<file path="src/rtl/lc3b_dmem_responder.sv">
// Fixed-latency data-memory model for the LC-3b datapath.
// One transaction is in flight at a time. Byte-lane writes are supported, and reads complete with a registered rdata value.
module lc3b_dmem_responder #(
    parameter int unsigned LATENCY   = 2,
    parameter int unsigned ADDR_BITS = 8
) (
    input  logic        clk,
    input  logic        rst,
    input  logic [15:0] d_mem_address,
    input  logic [15:0] d_mem_wdata,
    input  logic        d_mem_read,
    input  logic        d_mem_write,
    input  logic [1:0]  d_mem_byte_enable,
    output logic [15:0] d_mem_rdata,
    output logic        d_mem_resp,
    output logic        d_mem_stall
);

    localparam int unsigned WORDS = 2 ** ADDR_BITS;
    localparam int unsigned CNT_W = 4;
    localparam int unsigned LOAD  = (LATENCY > 1) ? LATENCY - 2 : 0;

    typedef enum logic [1:0] {
        IDLE,
        BUSY,
        RESP
    } state_t;

    state_t               state;
    logic [CNT_W-1:0]     count;
    logic [ADDR_BITS-1:0] hold_idx;
    logic [15:0]          hold_wdata;
    logic [1:0]           hold_be;
    logic                 hold_read;
    logic                 hold_write;

    logic [15:0] mem [WORDS];

    logic                 req_c;
    logic                 enter_resp_c;
    logic [ADDR_BITS-1:0] txn_idx_c;
    logic [15:0]          txn_wdata_c;
    logic [1:0]           txn_be_c;
    logic                 txn_read_c;
    logic                 txn_write_c;
    logic                 unused_addr_bits;

    assign req_c = d_mem_read | d_mem_write;

    // With LATENCY=1 the completing edge is also the accepting edge, so take the live inputs.
    assign txn_idx_c   = (state == IDLE) ? d_mem_address[ADDR_BITS:1] : hold_idx;
    assign txn_wdata_c = (state == IDLE) ? d_mem_wdata : hold_wdata;
    assign txn_be_c    = (state == IDLE) ? d_mem_byte_enable : hold_be;
    assign txn_read_c  = (state == IDLE) ? d_mem_read : hold_read;
    assign txn_write_c = (state == IDLE) ? (d_mem_write & ~d_mem_read) : hold_write;

    assign enter_resp_c = ((state == IDLE) && req_c && (LATENCY == 1)) ||
                          ((state == BUSY) && (count == '0));

    assign d_mem_stall = req_c & ~d_mem_resp;

    assign unused_addr_bits = ^{d_mem_address[0], d_mem_address >> (ADDR_BITS + 1)};

    // Transaction FSM, holding registers and read-data register.
    always_ff @(posedge clk) begin
        if (rst) begin
            state       <= IDLE;
            count       <= '0;
            d_mem_resp  <= 1'b0;
            d_mem_rdata <= 16'h0000;
            hold_idx    <= '0;
            hold_wdata  <= '0;
            hold_be     <= '0;
            hold_read   <= 1'b0;
            hold_write  <= 1'b0;
        end else begin
            d_mem_resp <= 1'b0;
            unique case (state)
                IDLE: begin
                    if (req_c) begin
                        hold_idx   <= d_mem_address[ADDR_BITS:1];
                        hold_wdata <= d_mem_wdata;
                        hold_be    <= d_mem_byte_enable;
                        hold_read  <= d_mem_read;
                        hold_write <= d_mem_write & ~d_mem_read;
                        if (LATENCY == 1) begin
                            state      <= RESP;
                            d_mem_resp <= 1'b1;
                        end else begin
                            state <= BUSY;
                            count <= CNT_W'(LOAD);
                        end
                    end
                end
                BUSY: begin
                    if (count == '0) begin
                        state      <= RESP;
                        d_mem_resp <= 1'b1;
                    end else begin
                        count <= count - CNT_W'(1);
                    end
                end
                RESP: state <= IDLE;
                default: state <= IDLE;
            endcase
            if (enter_resp_c && txn_read_c) begin
                d_mem_rdata <= mem[txn_idx_c];
            end
        end
    end

    // Storage is never cleared. A reset on the completing edge suppresses the write.
    always_ff @(posedge clk) begin
        if (!rst && enter_resp_c && txn_write_c) begin
            if (txn_be_c[0]) mem[txn_idx_c][7:0]  <= txn_wdata_c[7:0];
            if (txn_be_c[1]) mem[txn_idx_c][15:8] <= txn_wdata_c[15:8];
        end
    end

endmodule

</file>
<file path="config.mk">
export PLATFORM = sky130hd
export DESIGN_NAME = lc3b_dmem_responder
export DESIGN_NICKNAME = d
export VERILOG_FILES = /design/src/rtl/lc3b_dmem_responder.sv
export SDC_FILE = /design/constraint.sdc
export NUM_CORES = 2
export LEC_CHECK = 0
export BUFFER_PORTS_ARGS = -buffer_cell sky130_fd_sc_hd__buf_2
export CAP_MARGIN = 20
export CORE_MARGIN = 1.5
export CORE_UTILIZATION = 35
export DETAILED_ROUTE_END_ITERATION = 7
export PLACE_DENSITY_LB_ADDON = 0.15
export SKIP_CTS_REPAIR_TIMING = 1
export SLEW_MARGIN = 0
export SYNTH_ARGS = -nofsm -noshare
export SYNTH_HDL_FRONTEND = slang
export SYNTH_SLANG_ARGS = --single-unit
export TNS_END_PERCENT = 1
</file>
<file path="constraint.sdc">
create_clock -name clk -period 14.8 [get_ports clk]
set_clock_uncertainty 0.2 [all_clocks]
set_input_delay 0.74 -clock clk [delete_from_list [all_inputs] [get_ports clk]]
set_output_delay 0.74 -clock clk [all_outputs]
set_load 0.05 [all_outputs]
</file>
==> qor.csv <==
metric;value;unit
hold_class;in -> reg;
die_h;667;um
nNetsFinal;9120;
netlist_instances;9072;
syn_nets;9111;
rows;243;
synth_flop_cell;edfxtp_1;
ys_seq_area_frac;0.803;
timing.fmax;149;MHz
timing.rr.start;state[1];
overflow;0;
fin_hold_ws;204;ps
place_congestion;0.782;
global_route.usage.total;0.200;
finalCriticalPeriod;6690;ps
finalHoldViolCount;0;
grt_pass1_vias;84300;
syn-cell-area;154000;um2
yosys_warnings;0;
tightest_slew;1250;ps
numCtsBuffers;436;
wl_per_cell;29.9;um
drt_iter0_markers;8968;
hold_start;rst;
outcome;complete, no violations;
via_per_inst;5.62;
routed.top_layer;met5;
antenna_found_initial;31;
synth.avg_cell_area;17.0;um2
crit_start;state[1];
clock-sinks;4147;
clock_path_buffers;4;
cts_htree_levels;5;
rsz0062_at_grt;false;
drt_wl_total;458;mm
synth_edf_count;4096;
synthDistinctLibCells;51;
slew_headroom;0.154;
cts-root-buf;clkbuf_16;
ir_drop;0.140;mV
grt_pass1_wl;645;mm
dr.pass1.iters;6;
path_clk_slew;60;ps
maxCapViolCount;0;
synth-seq-cells;4147;
drt.antenna.violating_nets;0;
drc;0;
cts_tree;done;
vias;86300;
core_region_area;439000;um2
crit_path_start_kind;flop;
dr_wl_met3;29.0;mm
cp.required;15410;ps
period_share;0.452;
cp-end-kind;flop;
wl_met2;215;mm
die_w;667;um
cp_max_fo;102;
initial_core_util;0.352;
setup_viol;0;
grt_max_degree;157;
io_pins;56;
clkLatencyLatePin;1000;ps
drive_gt1_frac;0.0956;
syn_to_final_growth;13.4;%
final_core_util;0.399;
power.density;186;nW/um2
drv_slew;0;
numPortBuffers;47;
leakagePower;51.6;nW
finalSetupTns;0;ps
critPathKind;reg -> reg;
m1WireLength;204;mm
dieArea;445000;um2
cp.arrival;7300;ps
dp_hpwl;261;mm
async_flop_share;0;
[worst max-delay path, stage by stage, from the launching register on]
cell	delay [ps]
dfxtp_1	410
nor2_4	620
buf_4	510
nor3b_1	100
buf_4	200
nor2_4	100
buf_12	520
buf_12	440
buf_4	590
a21oi_1	140
o41ai_1	1050
a41oi_1	610
nor4_1	580
a211oi_1	140
[layout make-up]
type	instances	area [um2]
flip-flops and latches	4147	124000
clock buffers	543	11400
fillers	39500	264000
multi-input cells	4214	27300
diodes	7	17.5
inverters	6	22.5
well taps	5880	7360
repair buffers	276	2360
clock inverters	264	2630
[per-stage QoR]
step           worst slack [ps]  power, mW  instance area [um2]  std cells
3_5_place_dp               8160       22.1               161000      14500
6_report                   8110       32.5               175000      15300
2_1_floorplan              9160       19.2               154000       9072
3_3_place_gp               8200       22.0               161000      14500
4_1_cts                    8090       32.8               175000      15300
5_1_grt                    7850       33.6               175000      15300
[cells by family after synthesis]
kind of cell               count (synthesis)  synth area share
AOI/OAI and AO/OA                       3439             0.153
and+or+nand+nor                          771            0.0200
buffers and inverters                    711            0.0232
DFF                                     4147             0.803
adders and majority gates                  1         0.0000810
xor gates and xnor gates                   3          0.000170
[cell usage after synthesis (9+ instances only)]
master    count  area share
a22o_1       52      0.0029
o41ai_1     242       0.014
a211oi_1     15     0.00073
buf_1        36     0.00088
o22ai_1      25      0.0010
nor4_1       11     0.00045
nand3_1      11     0.00036
dfxtp_1      51      0.0066
buf_6        25      0.0018
a41oi_1      46      0.0026
a22oi_1    1949       0.095
buf_4        83      0.0040
nor2_1      546       0.013
nand2_1     152      0.0037
a21oi_1    1012       0.033
buf_2       336       0.011
nand4_1       9     0.00036
o21ai_1       9     0.00029
clkbuf_1    225      0.0055
a221oi_1     50      0.0028
o21ai_0      15     0.00049
edfxtp_1   4096        0.80
[sequential cells by signal (all words and copies together) (netlist names), 2 cells and up]
| signal | flops |
|---|---|
| mem | 4096 |
| d_mem_rdata | 16 |
| hold_wdata | 16 |
| hold_idx | 8 |
| count | 4 |
| hold_be | 2 |
| state | 2 |
[layer usage]
metal / vias up / track usage
met1: 45100 / 0.288
met3: 524 / 0.0310
met2: 3035 / 0.319
li1: 37600 / -
met4: 2 / 0.0443
met5: - / 0
[layout by cell type (no fill, tap or decap), types with 10 or more instances in the layout]
cell type,n
edfxtp_1,4096
a22oi_1,1949
a21oi_1,1012
nor2_1,545
clkbuf_16,441
o41ai_1,239
buf_4,160
nand2_1,123
clkinv_1,104
clkbuf_1,102
clkinv_2,73
buf_2,58
a22o_1,52
dfxtp_1,51
a221oi_1,50
a41oi_1,46
bufinv_16,43
nand2_4,29
dlygate4sd3_1,29
buf_12,28
o22ai_1,25
a211oi_1,15
clkinvlp_4,15
o21ai_0,14
nand3_1,11
nor4_1,11
clkinv_8,10
[final timing paths]
check                   end  slack [ps]  cells past startpoint
max reg2reg  d_mem_rdata[7]        8110                     13
max          d_mem_rdata[7]        8110                     13
min                count[1]         200                      3
min reg2reg  hold_wdata[11]         250                      2
[where the power goes]
| group | switching (mW) | total, mW | internal (mW) | leakage (nW) |
|---|---|---|---|---|
| logic | 5.82 | 7.39 | 1.57 | 7.25 |
| clock network | 4.56 | 10.8 | 6.22 | 6.82 |
| registers | 0.0415 | 14.4 | 14.3 | 37.5 |
| total | 10.4 | 32.5 | 22.1 | 51.6 |
Note: power is estimated with default switching activity, not from simulation.
